--- src/rtl/tdpram_rd_stream_if.sv ---
// tdpram_rd_stream_if: request stream, RAM read port and return stream of the read sequencer (rd_addr under TDPRAM_RD_ADDR_ECHO_EN)
interface tdpram_rd_stream_if #(
   parameter int ADDR_WIDTH = 9,
   parameter int DATA_WIDTH = 16,
   parameter int SKID_DEPTH = 4
);
   localparam int OW = $clog2(SKID_DEPTH + 1);
   logic [ADDR_WIDTH-1:0] req_addr;
   logic                  req_valid;
   logic                  req_ready;
   logic                  ram_en;
   logic [ADDR_WIDTH-1:0] ram_addr;
   logic [DATA_WIDTH-1:0] ram_data;
   logic [DATA_WIDTH-1:0] rd_data;
   logic                  rd_valid;
   logic                  rd_ready;
   logic [OW-1:0]         occ;
`ifdef TDPRAM_RD_ADDR_ECHO_EN
   logic [ADDR_WIDTH-1:0] rd_addr;
`endif
   modport master (
      input  req_addr, req_valid, ram_data, rd_ready,
`ifdef TDPRAM_RD_ADDR_ECHO_EN
      output rd_addr,
`endif
      output req_ready, ram_en, ram_addr, rd_data, rd_valid, occ
   );
   modport slave (
      output req_addr, req_valid, ram_data, rd_ready,
`ifdef TDPRAM_RD_ADDR_ECHO_EN
      input  rd_addr,
`endif
      input  req_ready, ram_en, ram_addr, rd_data, rd_valid, occ
   );
endinterface

--- src/rtl/tdpram_rd_stream_ctrl.sv ---
// tdpram_rd_stream_ctrl: RAM read sequencer with latency-matched capture into an FWFT skid FIFO; TDPRAM_RD_ADDR_ECHO_EN adds rd_addr
module tdpram_rd_stream_ctrl #(
   parameter int ADDR_WIDTH = 9,
   parameter int DATA_WIDTH = 16,
   parameter bit OUTPUT_REG = 1'b0,
   parameter int SKID_DEPTH = 4
) (
   input logic                clk,
   input logic                rst,
   tdpram_rd_stream_if.master bus
);
   localparam int LAT = OUTPUT_REG ? 2 : 1;
   localparam int OW  = $clog2(SKID_DEPTH + 1);
   localparam int PW  = SKID_DEPTH > 1 ? $clog2(SKID_DEPTH) : 1;
   if (SKID_DEPTH < LAT) begin : g_depth_check
      $error("SKID_DEPTH must be at least the RAM read latency");
   end
   logic [LAT-1:0]        pipe_v;
   logic [PW-1:0]         wr_ptr, rd_ptr;
   logic [OW-1:0]         cnt, inflight, total;
   logic [DATA_WIDTH-1:0] mem_d [SKID_DEPTH];
   logic                  accept, push, pop;
   function automatic logic [PW-1:0] nxt(input logic [PW-1:0] p);
      return p == PW'(SKID_DEPTH - 1) ? '0 : p + 1'b1;
   endfunction
   always_comb begin
      inflight = '0;
      for (int i = 0; i < LAT; i++) inflight = inflight + OW'(pipe_v[i]);
   end
   // Credits count every word not yet popped, so the FIFO can never overflow.
   assign total         = inflight + cnt;
   assign bus.req_ready = total < OW'(SKID_DEPTH);
   assign accept        = bus.req_valid & bus.req_ready;
   assign bus.ram_en    = accept;
   assign bus.ram_addr  = bus.req_addr;
   assign push          = pipe_v[LAT-1];
   assign bus.rd_valid  = cnt != '0;
   assign pop           = bus.rd_valid & bus.rd_ready;
   assign bus.rd_data   = bus.rd_valid ? mem_d[rd_ptr] : '0;
   assign bus.occ       = total;
   always_ff @(posedge clk) begin
      if (rst) begin
         pipe_v <= '0;
         wr_ptr <= '0;
         rd_ptr <= '0;
         cnt    <= '0;
      end else begin
         assert (!(push && cnt == OW'(SKID_DEPTH)));
         pipe_v[0] <= accept;
         for (int i = 1; i < LAT; i++) pipe_v[i] <= pipe_v[i-1];
         if (push) wr_ptr <= nxt(wr_ptr);
         if (pop) rd_ptr <= nxt(rd_ptr);
         cnt <= cnt + OW'(push) - OW'(pop);
      end
   end
   always_ff @(posedge clk) begin
      if (push) mem_d[wr_ptr] <= bus.ram_data;
   end
`ifdef TDPRAM_RD_ADDR_ECHO_EN
   logic [ADDR_WIDTH-1:0] pipe_a [LAT];
   logic [ADDR_WIDTH-1:0] mem_a  [SKID_DEPTH];
   always_ff @(posedge clk) begin
      pipe_a[0] <= bus.req_addr;
      for (int i = 1; i < LAT; i++) pipe_a[i] <= pipe_a[i-1];
      if (push) mem_a[wr_ptr] <= pipe_a[LAT-1];
   end
   assign bus.rd_addr = bus.rd_valid ? mem_a[rd_ptr] : '0;
`endif
endmodule

--- src/flat_wrapper.sv ---
// flat-port wrapper written by rule: the top's interface ports become plain ports
module tdpram_rd_stream_ctrl_flat 
#(
   parameter int ADDR_WIDTH = 9,
   parameter int DATA_WIDTH = 16,
   parameter bit OUTPUT_REG = 1'b0,
   parameter int SKID_DEPTH = 4
)
  (clk, rst, bus_req_addr, bus_req_valid, bus_ram_data, bus_rd_ready, bus_req_ready, bus_ram_en, bus_ram_addr, bus_rd_data, bus_rd_valid, bus_occ);
  tdpram_rd_stream_if #(.ADDR_WIDTH(ADDR_WIDTH), .DATA_WIDTH(DATA_WIDTH), .SKID_DEPTH(SKID_DEPTH)) bus_i ();
  input logic clk;
  input logic rst;
  input wire logic [$bits(bus_i.req_addr)-1:0] bus_req_addr;
  input wire logic [$bits(bus_i.req_valid)-1:0] bus_req_valid;
  input wire logic [$bits(bus_i.ram_data)-1:0] bus_ram_data;
  input wire logic [$bits(bus_i.rd_ready)-1:0] bus_rd_ready;
  output wire logic [$bits(bus_i.req_ready)-1:0] bus_req_ready;
  output wire logic [$bits(bus_i.ram_en)-1:0] bus_ram_en;
  output wire logic [$bits(bus_i.ram_addr)-1:0] bus_ram_addr;
  output wire logic [$bits(bus_i.rd_data)-1:0] bus_rd_data;
  output wire logic [$bits(bus_i.rd_valid)-1:0] bus_rd_valid;
  output wire logic [$bits(bus_i.occ)-1:0] bus_occ;
  assign bus_i.req_addr = bus_req_addr;
  assign bus_i.req_valid = bus_req_valid;
  assign bus_i.ram_data = bus_ram_data;
  assign bus_i.rd_ready = bus_rd_ready;
  assign bus_req_ready = bus_i.req_ready;
  assign bus_ram_en = bus_i.ram_en;
  assign bus_ram_addr = bus_i.ram_addr;
  assign bus_rd_data = bus_i.rd_data;
  assign bus_rd_valid = bus_i.rd_valid;
  assign bus_occ = bus_i.occ;
  tdpram_rd_stream_ctrl #(.ADDR_WIDTH(ADDR_WIDTH), .DATA_WIDTH(DATA_WIDTH), .OUTPUT_REG(OUTPUT_REG), .SKID_DEPTH(SKID_DEPTH)) u_core (.clk(clk), .rst(rst), .bus(bus_i));
endmodule
--- config.mk ---
export PLATFORM = sky130hd
export DESIGN_NAME = tdpram_rd_stream_ctrl_flat
export DESIGN_NICKNAME = d
export VERILOG_FILES = /design/src/rtl/tdpram_rd_stream_if.sv /design/src/rtl/tdpram_rd_stream_ctrl.sv /design/src/flat_wrapper.sv
export SDC_FILE = /design/constraint.sdc
export NUM_CORES = 1
export LEC_CHECK = 0
export CAP_MARGIN = 5
export CORE_ASPECT_RATIO = 0.9
export CORE_MARGIN = 2
export CORE_UTILIZATION = 55
export DETAILED_ROUTE_END_ITERATION = 10
export GPL_ROUTABILITY_DRIVEN = 0
export PLACE_DENSITY = 0.85
export SKIP_CTS_REPAIR_TIMING = 1
export SYNTH_ARGS = -nofsm -noshare
export SYNTH_HDL_FRONTEND = slang
export SYNTH_SLANG_ARGS = --single-unit
--- constraint.sdc ---
create_clock -name clk -period 3.26 [get_ports clk]
set_input_delay 0.326 -clock clk [delete_from_list [all_inputs] [get_ports clk]]
set_output_delay 0.326 -clock clk [all_outputs]
set_load 0.005 [all_outputs]
==> key figures, run 1 <==
Outcome
  • Status: complete, no violations

Power and ir drop
  • Total leakage power: roughly 1.3 nW
  • Proportion of power drawn by the clock network: 0.320
  • Proportion of total power due to net switching: 0.2336
  • Net switching power: 0.0006715 W
  • Peak supply drop: 409.4 uV
  • Comb power frac: 0.279
  • Portion of total power attributed to sequential cells: 0.401
  • Pwr per Cell Area: just under 800 nW/um^2
  • Internal power component: 0.002203 W

Floorplan
  • Die Span X: 82.21 um
  • DIE HEIGHT: between 70 and 80 um
  • Die Area: 6116 um^2
  • Area of the core: 5286 um^2
  • Placement Rows: 25
  • Initial Utilization: 0.5728
  • Number of top-level design ports: 60

Clock tree
  • Clock input transition at the sequential cells of the worst setup and hold paths: ~0.07 ns
  • CTS tree: done
  • Maximum clock insertion buffer count: 2
  • Number of clock buffers inserted by TritonCTS: 9
  • Clk sinks: 74
  • Latest clock arrival within the worst-skew pair: about 0.32 ns
  • Level count of the clock H-tree: 3
  • CTS root buffer: sky130_fd_sc_hd__clkbuf_8

Route
  • Antenna viol nets, final: 0
  • DRC viols: 0
  • Wire length per cell after detailed routing: ~19 um
  • First-pass iteration count of the detailed router: 4
  • Total number of vias: around 1500
  • Aggregate routed wire length: 5028 um
  • Detailed Route Iter0 Violations: between 50 and 60
  • DR vias/cell: between 5 and 6

Finish
  • Final antenna diode count: 0
  • NumNets Final: 235
  • Share of post-route cells with drive strength above 1: 0.1386
  • Area overhead of the layout relative to synthesis: 21.53%

Critical path
  • Startpoint class of the critical path: flip-flop
  • Depth of the most critical reg-to-reg path: 2
  • Kind of end point of the critical path: primary output
  • CP required: 2.93 ns
  • Data arrival, critical path: approximately 2.4 ns
  • Crit Path Max Fanout: 10
  • CP Class: reg2out

Timing
  • Slew HR: 0.4415
  • Share of the clock period used by the worst path after layout: 0.8344
  • Transition time at the pin with the least slew margin: around 0.84 ns
  • Max Clock Skew: ~0.0064 ns
  • Fin. max-slew vios: 0
  • Upper clock frequency limit: 367.6 MHz
  • Count of final setup violators: 0
  • Final number of hold-violating endpoints: 0
  • Tmin final: around 2.7 ns
  • Setup repair after global routing missed its margin: no
  • Worst path setup slack after routing: 0.5398 ns
  • Setup total negative slack: 0 ns

Logic synthesis
  • Mux contribution to synthesized area: 0.1368
  • Library cells used by synthesis: 25
  • Fraction of the mapped netlist area in simple logic gates: 0.06570
  • Post-synthesis compound-gate area fraction: 0.004545
  • Area share of fa/ha/maj cells after synthesis: 0.03719
  • Mean Syn Cell Area: 19.04 um^2
  • Cell area after synthesis: 3028 um^2
  • Post-synth net total: 197
  • Synth Area in XOR/XNOR: 0.01033
  • Post-Syn Instances: between 150 and 200
  • Number of warnings issued by yosys: 0
  • Sequential-to-total area share from yosys stat: 0.7008
  • #FFs+latches synth: 74
  • Main combinational cell family by area after synthesis: multiplexers

Place
  • Dpl hpwl: 3295 um
  • Worst setup slack after placement: approximately 0.84 ns
  • Count of input and output buffers: roughly 40

GRT
  • Number of antenna violations at the first check in global routing: 0
  • M3 GR Usage: 0.04005
  • Met1 routing resource usage after global routing: 0.2264
  • Wire length of the first global-routing pass: 7734 um
  • Largest net degree at the start of global routing: 18
  • Global-route total usage across every layer: 0.1804
  • Total overflow reported by the global router: 0
  • Met2 layer usage reported by global route: 0.2975
  • Number of global-route vias before repair: between 1500 and 2000
  • Most utilized layer in the global route result: met2

Run
  • MaxCap Viol Count: 0

Hold path
  • Number of stages on the worst hold path: 2
  • Path type of the worst min-delay path: reg2reg
[worst max-delay path, stage by stage (launching register included)]
cell	delay (ns)
sky130_fd_sc_hd__dfxtp_1	0.58
sky130_fd_sc_hd__buf_4	0.31
sky130_fd_sc_hd__mux4_1	0.56
sky130_fd_sc_hd__and2_1	0.18
sky130_fd_sc_hd__clkdlybuf4s50_1	0.44
[power groups by stage]
| stage | Sequential (W) | Combinational (W) | Clock, W |
|---|---|---|---|
| after global routing | 0.00116 | 0.000870 | 0.000969 |
| final | 0.00115 | 0.000800 | 0.000920 |
| after floorplan | 0.00114 | 0.000452 | 0 |
| after global placement | 0.00117 | 0.000773 | 0 |
| after detailed placement | 0.00118 | 0.000797 | 0 |
| after CTS | 0.00116 | 0.000814 | 0.000933 |
[cells in the final DEF (no fill, tap or decap), types with 2 or more instances in the layout]
cell	n
sky130_fd_sc_hd__edfxtp_1	64
sky130_fd_sc_hd__clkdlybuf4s50_1	41
sky130_fd_sc_hd__and2_1	21
sky130_fd_sc_hd__mux4_2	10
sky130_fd_sc_hd__dfxtp_1	10
sky130_fd_sc_hd__clkbuf_8	10
sky130_fd_sc_hd__ha_1	9
sky130_fd_sc_hd__mux4_1	6
sky130_fd_sc_hd__inv_1	5
sky130_fd_sc_hd__nor2_1	4
sky130_fd_sc_hd__bufinv_16	4
sky130_fd_sc_hd__nand2b_1	3
sky130_fd_sc_hd__mux2i_1	2
[path summary, 6_finish.rpt]
path	from	endpoint	slack [ns]
worst max-delay path	flip-flop	bus_rd_data[11]	0.54
worst max register to register	u_core.wr_ptr[0]$_SDFFE_PP0P_	u_core.mem_d[3][8]$_DFFE_PP_	1.59
worst min register to register	u_core.rd_ptr[1]$_SDFFE_PP0P_	flip-flop	0.53
worst min-delay path	u_core.rd_ptr[1]$_SDFFE_PP0P_	flip-flop	0.53
[per-layer routing]
layer  share of wire  vias to the layer above
met5               0                        -
met4           0.024                        0
met3           0.038                       17
met2            0.51                       38
met1            0.43                      754
li1                -                      681
[synthesized netlist by cell type]
master,number,area [um^2]
sky130_fd_sc_hd__xnor3_1,1,22.52
sky130_fd_sc_hd__nor2_1,4,15.01
sky130_fd_sc_hd__mux4_1,6,157.7
sky130_fd_sc_hd__or3b_2,1,8.760
sky130_fd_sc_hd__buf_6,1,11.26
sky130_fd_sc_hd__edfxtp_1,64,1922
sky130_fd_sc_hd__nor2b_1,1,6.260
sky130_fd_sc_hd__buf_12,1,20.02
sky130_fd_sc_hd__buf_4,9,67.56
sky130_fd_sc_hd__mux2_2,1,11.26
sky130_fd_sc_hd__inv_1,5,18.77
sky130_fd_sc_hd__o31a_1,1,8.760
sky130_fd_sc_hd__dfxtp_1,10,200.2
sky130_fd_sc_hd__a21oi_1,1,5.000
sky130_fd_sc_hd__nor3b_1,1,7.510
sky130_fd_sc_hd__buf_2,2,10.01
sky130_fd_sc_hd__and2_1,21,131.4
sky130_fd_sc_hd__xor2_1,1,8.760
sky130_fd_sc_hd__clkbuf_1,2,7.510
sky130_fd_sc_hd__nand2b_1,3,18.77
sky130_fd_sc_hd__mux4_2,10,225.2
sky130_fd_sc_hd__or3_1,1,6.260
sky130_fd_sc_hd__mux2i_1,2,20.02
sky130_fd_sc_hd__nor3_1,1,5.000
sky130_fd_sc_hd__ha_1,9,112.6
[registers in the layout, summed over array words and instances, names as in the netlist, named ones only]
register,cells
u_core.mem_d,64
u_core.cnt,3
u_core.rd_ptr,2
u_core.wr_ptr,2
u_core.pipe_v,1
[kinds of logic after synthesis]
kind of cell | count (synthesis)
buffers and inverters | 20
adders and majority gates | 9
xor gates and xnor gates | 2
muxes | 19
and+or+nand+nor | 33
DFF | 74
AOI/OAI and AO/OA | 2
[final cells by class]
class	count	area [um^2]
fillers	336	1607
repair buffers	42	417.9
flip-flops and latches	74	2122
multi-input cells	65	770.7
inverters	5	18.77
clock buffers	11	141.4
clock inverters	5	125.1
well taps	67	83.83
[per-stage QoR]
step,hold slack (ns),util,power [W],instances,cell area (um^2)
2_1_floorplan,0.4249,-,0.001590,159,3028
3_3_place_gp,0.4831,0.6457,0.001941,253,3413
3_5_place_dp,0.5291,0.6457,0.001973,253,3413
4_1_cts,0.5336,0.6961,0.002903,269,3680
5_1_grt,0.5435,0.6961,0.003002,269,3680
6_report,0.5275,0.6961,0.002874,269,3680
Power figures use the tool's default switching activity.
==> run 2, diff against run 1 <==
--- a/config.mk
+++ b/config.mk
@@ -8,10 +8,10 @@
 export CAP_MARGIN = 5
 export CORE_ASPECT_RATIO = 0.9
 export CORE_MARGIN = 2
-export CORE_UTILIZATION = 55
+export CORE_UTILIZATION = 46
 export DETAILED_ROUTE_END_ITERATION = 10
 export GPL_ROUTABILITY_DRIVEN = 0
-export PLACE_DENSITY = 0.85
+export PLACE_DENSITY = 0.76
 export SKIP_CTS_REPAIR_TIMING = 1
 export SYNTH_ARGS = -nofsm -noshare
 export SYNTH_HDL_FRONTEND = slang
==> constraint.sdc (replaced) <==
create_clock -name clk -period 2.26 [get_ports clk]
set_input_delay 0.226 -clock clk [delete_from_list [all_inputs] [get_ports clk]]
set_output_delay 0.226 -clock clk [all_outputs]
set_load 0.005 [all_outputs]
==> key figures, run 2 (same netlist as run 1, synthesis figures left out) <==
Outcome
  • Status: complete, no violations

Finish
  • Max FFs per register: 64 (unchanged)
  • Leading registers by flop count: u_core.mem_d: 64 flops, u_core.cnt: 3 flops
  • Area overhead of the layout relative to synthesis: 24.46%
  • Largest Register: u_core.mem_d
  • Commonest non-fill, non-tap cell in the layout: sky130_fd_sc_hd__edfxtp_1
  • Share of post-route cells with drive strength above 1: 0.1905 (+0.05186)
  • Leading cell types in the layout, fill and taps excluded: sky130_fd_sc_hd__edfxtp_1 (64), sky130_fd_sc_hd__clkdlybuf4s50_1 (34), sky130_fd_sc_hd__and2_1 (21), sky130_fd_sc_hd__mux4_2 (10), sky130_fd_sc_hd__clkbuf_8 (9)
  • NumNets Final: 243 (+3.4%)
  • Filler cell count in the final layout: 496 (+48%)
  • Final antenna diode count: 0 (unchanged)

Place
  • Count of input and output buffers: 41 (unchanged)
  • Dpl hpwl: 3185 um (-3.3%)

Power and ir drop
  • Internal power component: 0.002991 W (+36%)
  • Comb power frac: 0.312 (+0.033)
  • Net switching power: 0.0009544 W (+42%)
  • Peak supply drop: 511.3 uV (+25%)
  • Pwr per Cell Area: 1047 nW/um^2 (+34%)
  • Proportion of power drawn by the clock network: 0.273 (-0.047)
  • Portion of total power attributed to sequential cells: 0.416 (+0.015)
  • Total leakage power: 1.387 nW (+10%)
  • Proportion of total power due to net switching: 0.2419 (+0.008254)
  • PnR Total Power: 0.003946 W (+37%)

Route
  • DRC viols: 0 (unchanged)
  • Total number of vias: 1492 (+0.13%)
  • Antenna viol nets, final: 0 (unchanged)
  • DR vias/cell: 4.973 (-10%)
  • Aggregate routed wire length: 4905 um (-2.4%)
  • Detailed Route Iter0 Violations: 86 (+48%)
  • Wire length per cell after detailed routing: 16.35 um (-13%)
  • First-pass iteration count of the detailed router: 6 (+2)

GRT
  • Number of global-route vias before repair: 1502 (-3.0%)
  • Global-route total usage across every layer: 0.1479 (-0.03254)
  • Number of antenna violations at the first check in global routing: 0 (unchanged)
  • Wire length of the first global-routing pass: 7293 um (-5.7%)
  • Total overflow reported by the global router: 0 (unchanged)
  • Largest net degree at the start of global routing: 18 (unchanged)

Hold path
  • Path type of the worst min-delay path: in2out

Critical path
  • Critical-path top delay cell: sky130_fd_sc_hd__mux4_2
  • Top Family by Delay on Critical Path: buffers and inverters
  • Data arrival, critical path: 1.96 ns (-0.43 ns)
  • Kind of end point of the critical path: primary output
  • Crit Path Max Fanout: 9 (-1)
  • Critical-path cell list: buf_12, mux4_2, and2_1, clkdlybuf4s50_1
  • Stage delay of the slowest cell on the critical path: 0.51 ns (-0.07 ns)
  • Number of buffers and inverters on the critical path: 2 (unchanged)
  • CP required: 2.03 ns (-0.90 ns)
  • CP Class: reg2out
  • Startpoint class of the critical path: flip-flop

Timing
  • Final number of hold-violating endpoints: 0 (unchanged)
  • Transition time at the pin with the least slew margin: 0.9055 ns (+0.06777 ns)
  • Upper clock frequency limit: 458.0 MHz
  • Final hold slack: 0.4520 ns (-0.07545 ns)
  • Setup total negative slack: 0 ns (unchanged)
  • Max Clock Skew: 0.005803 ns (-0.0006295 ns)
  • Slew HR: 0.3964 (-0.04518)
  • Tmin final: ~2.2 ns
  • Share of the clock period used by the worst path after layout: 0.9660
  • Count of final setup violators: 0 (unchanged)
  • Fin. max-slew vios: 0 (unchanged)

Run
  • MaxCap Viol Count: 0 (unchanged)

Clock tree
  • Clk sinks: 74 (unchanged)
  • Latest clock arrival within the worst-skew pair: 0.34 ns (+0.02 ns)
  • Number of clock buffers inserted by TritonCTS: 9 (unchanged)
  • CTS tree: done
  • Level count of the clock H-tree: 3 (unchanged)
  • Maximum clock insertion buffer count: 2 (unchanged)
  • CTS root buffer: sky130_fd_sc_hd__clkbuf_8
  • Clock input transition at the sequential cells of the worst setup and hold paths: 0.07 ns (about the same)

Floorplan
  • Die Span X: 89.52 um (+8.9%)
  • Number of top-level design ports: 60 (unchanged)
  • Placement Rows: 28 (+12%)
  • Initial Utilization: 0.4672 (-0.1056)
  • Die Area: 7248 um^2 (+19%)
  • DIE HEIGHT: 80.97 um (+8.8%)
  • Area of the core: 6481 um^2 (+23%)
run 2: cell type report:
cell class	count	area, um^2	area share
clock buffers	11	131.4	0.03486
clock inverters	5	78.83	0.02092
inverters	5	18.77	0.004980
multi-input cells	65	785.8	0.2085
flip-flops and latches	74	2130	0.5651
well taps	90	112.6	0.02988
repair buffers	50	511.7	0.1358
run 2: worst paths after layout:
check        cells past startpoint  slack [ns]                          start                           end
max reg2reg                      3        0.57  u_core.wr_ptr[0]$_SDFFE_PP0P_  u_core.mem_d[0][3]$_DFFE_PP_
min reg2reg                      2        0.52  u_core.rd_ptr[1]$_SDFFE_PP0P_                     flip-flop
max                              4        0.08                      flip-flop               bus_rd_data[12]
min                              0        0.45                bus_req_addr[2]               bus_ram_addr[2]
run 2: per-stage QoR:
| step | worst slack (ns) | utilization | instance area (um^2) | cells |
|---|---|---|---|---|
| after floorplan | 0.7939 | - | 3028 | 159 |
| after global placement | 0.2980 | 0.5357 | 3472 | 280 |
| after detailed placement | 0.2769 | 0.5357 | 3472 | 280 |
| after CTS | -0.1072 | 0.5681 | 3682 | 296 |
| after global routing | -0.007335 | 0.5815 | 3769 | 300 |
| final | 0.07673 | 0.5815 | 3769 | 300 |
run 2: worst register-to-register path: cells and delay by family, from the launching register on:
kind	cells	cell delay, ns
and+or+nand+nor	1	0.72
adders and majority gates	1	0.14
buffers and inverters	1	0.10
DFF	1	0.36
run 2: per-layer routing:
layer  vias up  routed length [um]  GRT usage  share of wire
li1        689                   -          -              -
met1       742                2039     0.1678           0.42
met2        44                2474     0.2407           0.50
met3        17                 293    0.06809          0.060
met4         0                  97    0.06418          0.020
met5         -                   0          0              0
run 2: power groups by stage:
stage	clock [W]	sequential, W	combinational, W
2_1_floorplan	0	0.00164	0.000652
3_3_place_gp	0	0.00165	0.00117
3_5_place_dp	0	0.00166	0.00119
4_1_cts	0.00109	0.00163	0.00120
5_1_grt	0.00116	0.00165	0.00135
6_report	0.00108	0.00164	0.00123
